### config.mk
export PLATFORM = sky130hd
export DESIGN_NAME = input_mux_sequencer
export DESIGN_NICKNAME = d
export VERILOG_FILES = /design/src/rtl/input_mux_sequencer.sv
export SDC_FILE = /design/constraint.sdc
export NUM_CORES = 1
export LEC_CHECK = 0
export ABC_CLOCK_PERIOD_IN_PS = 3650
export CORE_ASPECT_RATIO = 0.9
export CORE_MARGIN = 2
export CORE_UTILIZATION = 40
export CTS_CLUSTER_DIAMETER = 40
export DETAILED_ROUTE_END_ITERATION = 6
export PLACE_DENSITY = 0.7
export SYNTH_ARGS = -nofsm -noshare
export SYNTH_HDL_FRONTEND = slang
export SYNTH_SLANG_ARGS = --single-unit
### constraint.sdc
create_clock -name clk -period 3.65 [get_ports clk]
set_clock_uncertainty 0.05 [all_clocks]
set_input_delay 0.73 -clock clk [delete_from_list [all_inputs] [get_ports clk]]
set_output_delay 0.73 -clock clk [all_outputs]
set_load 0.1 [all_outputs]
### src/rtl/input_mux_sequencer.sv
// Input tile sequencer for Input_MUX_REG: fetches buffer words, steps the 2b phase, tracks sorted_valid.
// Optional INPUT_SEQ_PREFETCH_EN adds a holding register so the next word is read during the current one.
module input_mux_sequencer #(
  parameter int ADDR_W = 10,
  parameter int CNT_W  = 10
) (
  input  logic              clk,
  input  logic              reset,
  input  logic              start,
  input  logic [1:0]        cfg_bitwidth,
  input  logic [ADDR_W-1:0] cfg_base_addr,
  input  logic [CNT_W-1:0]  cfg_num_words,
  output logic              buf_rd_en,
  output logic [ADDR_W-1:0] buf_addr,
  input  logic [31:0]       buf_rdata,
  output logic [31:0]       mux_buffer,
  output logic [1:0]        mux_state,
  output logic [1:0]        mux_bitwidth,
  output logic              sorted_valid,
  input  logic              pe_ready,
  output logic              busy,
  output logic              done
);

  typedef enum logic [2:0] {
    S_IDLE,
    S_FETCH,
    S_WAIT,
    S_ISSUE,
    S_DRAIN
  } state_t;

  state_t            r_state, w_state_nxt;
  logic [ADDR_W-1:0] r_base;
  logic [CNT_W-1:0]  r_num, r_idx, w_idx_nxt;
  logic [1:0]        r_bw, r_phase, w_phase_nxt;
  logic [31:0]       r_buf, w_buf_nxt;
  logic              r_vld, w_vld_nxt;
  logic              r_done, w_done_nxt;
  logic              w_latch;
  logic              w_rd_en;
  logic [ADDR_W-1:0] w_addr;
  logic              w_can_go, w_fire, w_last_ph, w_last_word;

  function automatic logic [1:0] f_last_phase(input logic [1:0] bw);
    case (bw)
      2'b00:   return 2'd0;
      2'b01:   return 2'd1;
      default: return 2'd3;
    endcase
  endfunction

  // The consumer is free unless an output is being presented and refused.
  assign w_can_go    = !r_vld || pe_ready;
  assign w_fire      = (r_state == S_ISSUE) && w_can_go;
  assign w_last_ph   = (r_phase == f_last_phase(r_bw));
  assign w_last_word = (r_idx == (r_num - CNT_W'(1)));

`ifdef INPUT_SEQ_PREFETCH_EN
  logic        r_rd_pend, r_hold_vld, w_consume, w_avail;
  logic [31:0] r_hold, w_next_word;

  assign w_avail     = r_hold_vld || r_rd_pend;
  assign w_next_word = r_rd_pend ? buf_rdata : r_hold;
`endif

  always_comb begin
    w_state_nxt = r_state;
    w_idx_nxt   = r_idx;
    w_phase_nxt = r_phase;
    w_buf_nxt   = r_buf;
    w_vld_nxt   = r_vld && !pe_ready;
    w_done_nxt  = 1'b0;
    w_latch     = 1'b0;
    w_rd_en     = 1'b0;
    w_addr      = '0;
`ifdef INPUT_SEQ_PREFETCH_EN
    w_consume   = 1'b0;
`endif
    case (r_state)
      S_IDLE: begin
        if (start) begin
          w_latch     = 1'b1;
          w_idx_nxt   = '0;
          w_phase_nxt = 2'd0;
          if (cfg_num_words == '0) w_done_nxt = 1'b1;
          else                     w_state_nxt = S_FETCH;
        end
      end
      S_FETCH: begin
        // Hold off the read so the WAIT capture never lands on a refused output.
        if (w_can_go) begin
          w_rd_en     = 1'b1;
          w_addr      = r_base + ADDR_W'(r_idx);
          w_state_nxt = S_WAIT;
        end
      end
      S_WAIT: begin
`ifdef INPUT_SEQ_PREFETCH_EN
        if (w_avail && w_can_go) begin
          w_buf_nxt   = w_next_word;
          w_consume   = 1'b1;
          w_phase_nxt = 2'd0;
          w_state_nxt = S_ISSUE;
        end
`else
        w_buf_nxt   = buf_rdata;
        w_phase_nxt = 2'd0;
        w_state_nxt = S_ISSUE;
`endif
      end
      S_ISSUE: begin
        if (w_fire) begin
          w_vld_nxt = 1'b1;
`ifdef INPUT_SEQ_PREFETCH_EN
          if ((r_phase == 2'd0) && !w_last_word) begin
            w_rd_en = 1'b1;
            w_addr  = r_base + ADDR_W'(r_idx) + ADDR_W'(1);
          end
`endif
          if (!w_last_ph) begin
            w_phase_nxt = r_phase + 2'd1;
          end else begin
            w_phase_nxt = 2'd0;
            if (w_last_word) begin
              w_state_nxt = S_DRAIN;
            end else begin
              w_idx_nxt = r_idx + CNT_W'(1);
`ifdef INPUT_SEQ_PREFETCH_EN
              // Single-phase words fire before their prefetch returns; WAIT picks it up.
              if (w_avail) begin
                w_buf_nxt = w_next_word;
                w_consume = 1'b1;
              end else begin
                w_state_nxt = S_WAIT;
              end
`else
              w_state_nxt = S_FETCH;
`endif
            end
          end
        end
      end
      S_DRAIN: begin
        if (w_can_go) begin
          w_state_nxt = S_IDLE;
          w_done_nxt  = 1'b1;
        end
      end
      default: w_state_nxt = S_IDLE;
    endcase
  end

  always_ff @(posedge clk) begin
    if (reset) begin
      r_state <= S_IDLE;
      r_base  <= '0;
      r_num   <= '0;
      r_bw    <= 2'd0;
      r_idx   <= '0;
      r_phase <= 2'd0;
      r_buf   <= '0;
      r_vld   <= 1'b0;
      r_done  <= 1'b0;
    end else begin
      r_state <= w_state_nxt;
      r_idx   <= w_idx_nxt;
      r_phase <= w_phase_nxt;
      r_buf   <= w_buf_nxt;
      r_vld   <= w_vld_nxt;
      r_done  <= w_done_nxt;
      if (w_latch) begin
        r_bw   <= cfg_bitwidth;
        r_base <= cfg_base_addr;
        r_num  <= cfg_num_words;
      end
    end
  end

`ifdef INPUT_SEQ_PREFETCH_EN
  always_ff @(posedge clk) begin
    if (reset) begin
      r_rd_pend  <= 1'b0;
      r_hold_vld <= 1'b0;
    end else begin
      r_rd_pend <= w_rd_en;
      if (w_consume)      r_hold_vld <= 1'b0;
      else if (r_rd_pend) r_hold_vld <= 1'b1;
    end
  end

  always_ff @(posedge clk) begin
    if (r_rd_pend && !w_consume) r_hold <= buf_rdata;
  end
`endif

  assign buf_rd_en    = w_rd_en;
  assign buf_addr     = w_addr;
  assign mux_buffer   = r_buf;
  assign mux_state    = r_phase;
  assign mux_bitwidth = r_bw;
  assign sorted_valid = r_vld;
  assign busy         = (r_state != S_IDLE);
  assign done         = r_done;

endmodule

==> out/metrics.cfg, run 1 <==
[sta]
tns_ns=0
tightest_slew_ns=1.06
whs_ns=0.407
finalHoldViolCount=0
max_freq_mhz=287
rsz0062_at_grt=false
finalSetupViolCount=0
slew-limit-headroom_pct=29.4
fin_crit_ns=3.48
setup_ws_ns=0.171
period_share_pct=95.3
maxSlewViolCount=0

[yosys]
syn_area_per_cell_sq_um=7.66
ys.flop_type=dfxtp_1
syn_area_sq_um=3550
ys_types=46
ys_seq_area_share_pct=40.1
yosys_warnings=0
async_flop_share_pct=0
ys_seq_elements=71
synthesis.instances=463
synth_edf_count=0
synth_fp_nets=533

[critical_path]
crit_path_max_incr_delay_ns=0.41
path_cells=ha_1 > fa_1 > a21o_1 > a21oi_2 > nor2b_1 > o21a_1 > o41a_1 > xnor2_1 > nor2_2 > buf_12
worstSetupPathType=reg -> out
crit_arrival_ns=2.70
endpoint_kind=output port
crit_path_top_delay_cell=fa_1
worstPathRequired_ns=2.87
crit_fanout=6
start_kind=register

[grt]
grt_pass1_wl_mm=15.9
met3_usage_pct=9.34
top_usage_layer=met2
met1_usage_pct=26.4
grt_util_met2_pct=33.1
gr-total-overflow=0
grt_pass1_vias=3417
antenna_found_initial=0
grt_start_max_net_pins=38
track_usage_pct=20.9

[layout]
fin_cells=685
design_area_sq_um=5020
area.growth.synth_to_final_pct=41.6
nNetsFinal=632
drive_gt1_share_pct=8.83
insertedDiodeCount=0
postLayoutCoreUtil_pct=58.3

[cts]
clk_latency_ns=0.35
clock-root-buffer=clkbuf_8
post_cts_buffers=0
cts_tree=yes
cts_max_level=3
clock-sinks=71
cts.path.max_buffers=2
cts_made_buffers=9
clk_pin_slew_ns=0.09

[power]
p_clk_share_pct=24.4
p_leak_nw=1.81
total_power_mw=2.61
power.switching_mw=1.12
p_int_mw=1.49
ir_drop_mv=0.284
cellPowerDensity_nw_per_um2=520
combPwrFrac_pct=40.4
p_seq_share_pct=35.2
switching_share_pct=43.1

[floorplan]
rows=32
die_area_sq_um=9630
dieWidth_um=103
io-pin-count=108
core-area_sq_um=8610
die_h_um=93.3
start_util_pct=41.2

[route]
vias=3528
drtIter0Drc=170
drc_errors=0
drtPass1Iterations=6
ant_nets=0
routed_wl_mm=9.61
viasPerCell=5.15
wl_per_cell_um=14.0

[min_path]
hp-class=reg -> reg

[placement]
dp_slack_ns=0.468
port_buffers=107
dp.cells=670
dpl_cell_area_sq_um=4820
routabilityCongestion=0.910
hpwl_mm=7.06

[outcome]
status=finished, final reports clean

[flow_run]
max_cap_violations=0

==> Yosys cell counts, types with 6 or more instances <==
cell type  count  area [sq um]
nor4_1         6          37.5
mux2i_1        6          60.1
o21ai_0        6          30.0
dfxtp_1       71          1420
clkbuf_1      19          71.3
and2_1         8          50.1
nand3_1        8          40.0
nor3_1        11          55.1
inv_1          6          22.5
ha_1          11           138
nand2_1      122           458
nor2_1        30           113
a21oi_1       70           350
or3_1          9          56.3
xnor2_1       14           123
==> cells in the final DEF (no fill, tap or decap), types with 4 or more instances in the layout <==
master,netlist,routed
a21oi_1,70,69
and2_1,8,8
buf_12,0,11
buf_4,0,5
clkbuf_8,0,9
clkdlybuf4s50_1,0,94
dfxtp_1,71,70
ha_1,11,11
inv_1,6,6
mux2i_1,6,6
nand2_1,122,122
nand2b_1,5,5
nand3_1,8,8
nor2_1,30,27
nor2b_1,4,4
nor3_1,11,10
nor4_1,6,6
o21ai_0,6,6
o21ai_1,4,4
or3_1,9,9
xnor2_1,14,14
xor2_1,5,5
==> critical path: cells and delay by family, from the launching register on <==
kind / cells / cell delay (ns)
buf+inv: 1 / 0.19
simple gates: 2 / 0.19
compound gates: 4 / 0.85
xor+xnor: 1 / 0.14
fa+ha+maj: 2 / 0.62
flops: 1 / 0.36
==> flip-flops by register name (all words and copies together) (netlist names) <==
signal        cells
r_idx            10
r_state           3
sorted_valid      1
mux_buffer       32
mux_state         2
r_base           10
r_num            10
mux_bitwidth      2
done              1
==> power by group through the flow <==
| stage | clock network, mW | registers, mW | logic, mW |
|---|---|---|---|
| floorplan | 0 | 1.23 | 0.462 |
| global placement | 0 | 0.932 | 1.04 |
| detailed placement | 0 | 0.936 | 1.06 |
| CTS | 0.654 | 0.918 | 1.06 |
| global route | 0.688 | 0.931 | 1.13 |
| finish | 0.637 | 0.919 | 1.05 |
==> cell families after synthesis <==
kind of cell	after synthesis	synth area share [%]
flops	71	40.1
compound gates	104	17.1
simple gates	222	28.7
mux	6	1.69
fa+ha+maj	12	4.45
buf+inv	29	3.28
xor+xnor	19	4.69
==> cell type report <==
class	instances	area [sq um]
sequential	71	1420
clock buffer	9	124
clock inverter	6	70.1
inverter	6	22.5
fill	794	3590
multi-input combinational	363	2030
tap	119	149
timing repair buffer	111	1200
==> repair_timing <==
item                       in CTS  in global routing
gates resized for setup         0                  2
setup endpoints to repair       0                  1
hold buffers                    0                  0
==> metal layers <==
layer | routed length [um] | part of all wire (%)
met3 | 966 | 10
met2 | 4450 | 46
met5 | 0 | 0
met1 | 4110 | 43
met4 | 74 | 0.77
==> final timing paths <==
path / startpoint / end / slack (ns) / depth (start not counted)
worst max-delay path: r_idx[0] / buf_addr[8] / 0.17 / 10
worst min-delay path: mux_buffer[23] / mux_buffer[23] / 0.41 / 2
worst max register to register: r_num[0] / r_idx[0] / 0.79 / 9
worst min register to register: mux_buffer[23] / mux_buffer[23] / 0.41 / 2
Note: power is estimated with default switching activity, not from simulation.
==> run 2: changes to the inputs <==
SLEW_MARGIN = 20   (was unset)
==> run 2 against run 1 <==
  * Critical path depth is the same
  * Die area is the same
  * First-iteration DRC count shrank 4.1%
  * Clock-buffer cell count is the same
  * Fmax is essentially flat
  * Combinational power is essentially flat
  * Design area is essentially flat
  * Highest routed layer unchanged
  * Cell count is the same
  * Power is essentially flat
  * Routed wire length shrank 0.65%
  * Register-to-register slack gained 0.04 ns
  * Global-route usage is the same
==> out/metrics.cfg, run 2 (same netlist as run 1, synthesis figures left out) <==
[critical_path]
path_delay_family=compound AO/OA/AOI/OAI gates
startpoint=r_idx[0]
crit_fanout=6  ; unchanged
crit_path_max_incr_delay_ns=0.41  ; about the same
endpoint_kind=output port
crit_arrival_ns=2.70  ; about the same
crit_path_top_delay_cell=fa_1
timing.rr.start=r_num[0]
worstSetupPathType=reg -> out
crit_buf_inv=1  ; unchanged
path_cells=ha_1 > fa_1 > a21o_1 > a21oi_2 > nor2b_1 > o21a_1 > o41a_1 > xnor2_1 > nor2_2 > buf_12
start_kind=register
worstPathRequired_ns=2.87  ; about the same

[sta]
rsz0062_at_grt=false
tightest_slew_ns=1.01  ; -0.0426 ns
period_share_pct=95.3  ; about the same
tns_ns=0  ; unchanged
fin_crit_ns=3.48  ; +0.000571 ns
max_freq_mhz=287  ; about the same
finalHoldViolCount=0  ; unchanged
maxSlewViolCount=0  ; unchanged
slew-limit-headroom_pct=32.2  ; +2.8 points
finalSetupViolCount=0  ; unchanged

[cts]
cts_made_buffers=9  ; unchanged
clk_latency_ns=0.35  ; about the same
cts_tree=yes
cts.path.max_buffers=2  ; unchanged
cts_hold_buf=0  ; unchanged
clk_pin_slew_ns=0.09  ; about the same
clock-root-buffer=clkbuf_8
post_cts_buffers=0  ; unchanged
cts_resized=0  ; unchanged
cts_max_level=3  ; unchanged
clock-sinks=71  ; unchanged

[power]
p_clk_share_pct=24.4  ; about the same
p_seq_share_pct=35.2  ; about the same
p_int_mw=1.49  ; about the same
total_power_mw=2.61  ; about the same
p_leak_nw=1.81  ; about the same
power.switching_mw=1.12  ; about the same
switching_share_pct=43.1  ; about the same
ir_drop_mv=0.284  ; -0.17%
combPwrFrac_pct=40.4  ; about the same
cellPowerDensity_nw_per_um2=520  ; about the same

[route]
wl_per_cell_um=13.9  ; -0.65%
drc_errors=0  ; unchanged
ant_nets=0  ; unchanged
vias=3528  ; unchanged
drtPass1Iterations=4  ; -2
routed_wl_mm=9.54  ; -0.65%
drtIter0Drc=163  ; -4.1%
viasPerCell=5.15  ; unchanged

[floorplan]
rows=32  ; unchanged
core-area_sq_um=8610  ; unchanged
start_util_pct=41.2  ; unchanged
dieWidth_um=103  ; unchanged
io-pin-count=108  ; unchanged
die_area_sq_um=9630  ; unchanged
die_h_um=93.3  ; unchanged

[min_path]
hp-start=mux_buffer[23]
hp-class=reg -> reg

[grt]
track_usage_pct=20.9  ; unchanged
antenna_found_initial=0  ; unchanged
grt_pass1_vias=3417  ; unchanged
grt_start_max_net_pins=38  ; unchanged
grt_pass1_wl_mm=15.9  ; unchanged
gr-total-overflow=0  ; unchanged

[layout]
multi_input_area_sq_um=2030  ; +0.12%
register_area_sq_um=1420  ; unchanged
mostFrequentLayoutCells=121 x nand2_1, 94 x clkdlybuf4s50_1, 70 x dfxtp_1, 69 x a21oi_1, 27 x nor2_1
drive_gt1_share_pct=9.01  ; +0.18 points
area.growth.synth_to_final_pct=41.7  ; about the same
layout_commonest_cell=nand2_1
nFillCells=793  ; -0.13%
largest_reg_flops=32  ; unchanged
postLayoutCoreUtil_pct=58.4  ; about the same
nNetsFinal=632  ; unchanged
insertedDiodeCount=0  ; unchanged
fin_cells=685  ; unchanged

[placement]
port_buffers=107  ; unchanged
dp.cells=670  ; unchanged
hpwl_mm=7.06  ; unchanged
routabilityCongestion=0.910  ; unchanged

[outcome]
status=finished, final reports clean

[flow_run]
max_cap_violations=0  ; unchanged

## run 2: cell counts in the layout (fill, tap and decap cells not counted)
No cell type changed its count.
## run 2: through the flow
step / setup slack (ns) / instance area (sq um) / hold WS [ns]
2_1_floorplan: 0.0726 / 3560 / 0.391
4_1_cts: 0.0617 / 5020 / 0.409
3_5_place_dp: 0.468 / 4820 / 0.397
6_report: 0.171 / 5020 / 0.407
3_3_place_gp: 0.489 / 4820 / 0.391
5_1_grt: 0.0246 / 5020 / 0.429
## run 2: path summary, 6_finish.rpt
check | cells after the start | slack [ns] | end
worst max-delay path | 10 | 0.17 | buf_addr[8]
worst min-delay path | 2 | 0.41 | mux_buffer[23]
worst max register to register | 9 | 0.83 | r_idx[0]
worst min register to register | 2 | 0.41 | mux_buffer[23]
## run 2: layout make-up
cell class                 count  area share (%)
multi-input combinational    363            40.4
tap                          119            2.96
inverter                       6           0.448
timing repair buffer         111            24.0
sequential                    71            28.3
clock inverter                 6            1.39
clock buffer                   9            2.47
## run 2: power groups by stage
stage / clock (mW) / sequential [mW] / combinational [mW]
2_1_floorplan: 0 / 1.23 / 0.462
3_3_place_gp: 0 / 0.932 / 1.04
3_5_place_dp: 0 / 0.936 / 1.06
4_1_cts: 0.654 / 0.918 / 1.06
5_1_grt: 0.688 / 0.931 / 1.13
6_report: 0.638 / 0.919 / 1.05
## run 2: tightest hold or removal path, delay by kind of cell, from the launching register on
| family | cells | cell delay, ns |
|---|---|---|
| AO/OA/AOI/OAI | 1 | 0.05 |
| flip-flops | 1 | 0.32 |
| AND/OR/NAND/NOR | 1 | 0.05 |
## run 2: metal layers
metal,global-route usage [%],part of all wire (%),up-vias
met4,4.39,0.93,0
met2,33.1,46,122
met3,9.34,9.5,11
met1,26.4,43,1616
li1,-,-,1779
met5,0,0,-
==> run 3: changes to the inputs <==
PLACE_DENSITY = unset   (was 0.7)
PLACE_DENSITY_LB_ADDON = 0.12   (was unset)
==> run 3 against run 2 <==
  * Sequential power barely moved
  * Critical path depth did not move
  * Via count barely moved
  * Global-route usage rose by 0.089 points
  * Critical endpoint unchanged
  * Largest cell class unchanged
==> out/metrics.cfg, run 3 (same netlist as run 1, synthesis figures left out) <==
[route]
ant_nets=0  ; unchanged
routed_wl_mm=9.83  ; +3.0%
drtPass1Iterations=4  ; unchanged
drtIter0Drc=124  ; -24%
viasPerCell=5.14  ; -0.12%
drc_errors=0  ; unchanged
wl_per_cell_um=14.3  ; +2.8%
vias=3529  ; +0.028%

[critical_path]
crit_fanout=6  ; unchanged
worstPathRequired_ns=2.87  ; about the same
worstRegToRegCells=9  ; unchanged
rr_endpoint=r_idx[0]
start_kind=register
path_cells=ha_1 > fa_1 > a21o_1 > a21oi_2 > nor2b_1 > o21a_1 > o41a_1 > xnor2_1 > nor2_2 > buf_12
crit_arrival_ns=2.78  ; +0.08 ns
timing.rr.start=r_num[0]
crit_path_max_incr_delay_ns=0.41  ; about the same
worstSetupPathType=reg -> out
endpoint_kind=output port
ff2ff_setup_slack_ns=0.86  ; +0.03 ns
crit_path_top_delay_cell=fa_1

[grt]
gr-total-overflow=0  ; unchanged
track_usage_pct=21.0  ; +0.089 points
antenna_found_initial=0  ; unchanged
grt_pass1_vias=3293  ; -3.6%
grt_pass1_wl_mm=15.8  ; -0.61%
grt_start_max_net_pins=54  ; +42%

[min_path]
hp-class=reg -> reg
whs_path_depth=2  ; unchanged
hp-start=mux_buffer[14]
holdPathEnd=mux_buffer[14]

[power]
p_leak_nw=1.81  ; +0.13%
power.switching_mw=1.15  ; +2.3%
p_int_mw=1.43  ; -3.6%
ir_drop_mv=0.360  ; +27%
cellPowerDensity_nw_per_um2=515  ; -0.96%
combPwrFrac_pct=40.9  ; +0.5 points
p_clk_share_pct=23.5  ; -0.9 points
switching_share_pct=44.5  ; +1.5 points
total_power_mw=2.58  ; -1.1%
p_seq_share_pct=35.6  ; +0.4 points

[cts]
post_cts_buffers=0  ; unchanged
cts_max_level=3  ; unchanged
cts_tree=yes
clk_pin_slew_ns=0.09  ; about the same
cts.path.max_buffers=2  ; unchanged
clock-root-buffer=clkbuf_8
clk_latency_ns=0.35  ; about the same
clock-sinks=71  ; unchanged
cts_made_buffers=9  ; unchanged

[sta]
whs_ns=0.406  ; -0.000626 ns
finalHoldViolCount=0  ; unchanged
fin_crit_ns=3.56  ; +0.0795 ns
slew-limit-headroom_pct=31.9  ; -0.29 points
maxSlewViolCount=0  ; unchanged
period_share_pct=97.5  ; +2.2 points
tightest_slew_ns=1.02  ; +0.00437 ns
max_freq_mhz=281  ; -2.2%
finalSetupViolCount=0  ; unchanged

[floorplan]
rows=32  ; unchanged
io-pin-count=108  ; unchanged
die_area_sq_um=9630  ; unchanged
start_util_pct=41.2  ; unchanged
core-area_sq_um=8610  ; unchanged
dieWidth_um=103  ; unchanged
die_h_um=93.3  ; unchanged

[layout]
fin_cells=686  ; +0.15%
nNetsFinal=632  ; unchanged
layout_commonest_cell=nand2_1
mostFrequentLayoutCells=121 x nand2_1, 94 x clkdlybuf4s50_1, 70 x dfxtp_1, 69 x a21oi_1, 27 x nor2_1
drive_gt1_share_pct=9.17  ; +0.16 points
nFillCells=803  ; +1.3%
largest_reg_flops=32  ; unchanged
insertedDiodeCount=0  ; unchanged
area.growth.synth_to_final_pct=41.5

[placement]
routabilityCongestion=0.858  ; -5.7%
hpwl_mm=7.26  ; +2.8%
port_buffers=107  ; unchanged
dp.cells=670  ; unchanged

[flow_run]
max_cap_violations=0  ; unchanged

[outcome]
status=finished, final reports clean

run 3: cell types whose count changed in the layout (fill, tap and decap cells not counted):
cell and change:
clkinvlp_4 -1, inv_6 +1, bufinv_16 -1, inv_8 +2
run 3: final cells by class:
cell class | count | area, sq um | share of cell area, %
clock buffer | 9 | 124 | 2.47
multi-input combinational | 363 | 2030 | 40.5
sequential | 71 | 1420 | 28.4
timing repair buffer | 111 | 1200 | 24.0
tap | 119 | 149 | 2.97
inverter | 6 | 22.5 | 0.449
clock inverter | 7 | 63.8 | 1.27
run 3: through the flow:
| stage | util (%) | TNS, ns | setup slack (ns) | instance area (sq um) |
|---|---|---|---|---|
| after detailed placement | 56.0 | 0 | 0.403 | 4820 |
| after CTS | 58.2 | 0 | 0.00228 | 5010 |
| after global routing | 58.3 | -0.0124 | -0.0124 | 5020 |
| final | 58.3 | 0 | 0.0912 | 5020 |
| after global placement | 56.0 | 0 | 0.491 | 4820 |
| after floorplan | - | 0 | 0.0726 | 3560 |
run 3: what timing repair did:
action                                  4_1_cts  5_1_grt
endpoints found under the setup margin        0        1
hold buffers                                  0        0
resized for setup                             0        2
run 3: metal layers:
layer	track usage, %	part of all wire (%)	routed length [um]	vias up
li1	-	-	-	1786
met1	27.5	44	4300	1621
met2	31.4	45	4450	107
met3	8.00	8.7	854	15
met4	7.79	2.3	226	0
met5	0	0	0	-
run 3: critical path: cells and delay by family, from the launching register on:
kind / cells / cell delay [ns]
AO/OA/AOI/OAI: 4 / 0.87
adder cells (fa/ha/maj): 2 / 0.63
flip-flops: 1 / 0.36
AND/OR/NAND/NOR: 2 / 0.22
buffers and inverters: 1 / 0.20
XOR/XNOR: 1 / 0.14
run 3: worst max path at each step:
stage                            start          end  slack, ns  cells after the start
after floorplan           sorted_valid  buf_addr[0]       0.07                      5
after global placement        r_idx[0]  buf_addr[8]       0.49                     10
after detailed placement      r_idx[0]  buf_addr[8]       0.40                     10
after CTS                     r_idx[0]  buf_addr[8]      0.002                     10
after global routing          r_idx[0]  buf_addr[8]      -0.01                     10
final                         r_idx[0]  buf_addr[8]       0.09                     10
run 3: power by group through the flow:
stage                     registers, mW  logic (mW)  clock network (mW)
final                             0.920        1.05               0.607
after global routing              0.931        1.12               0.655
after CTS                         0.920        1.06               0.631
after detailed placement          0.938        1.05                   0
after global placement            0.933        1.05                   0
after floorplan                    1.23       0.462                   0
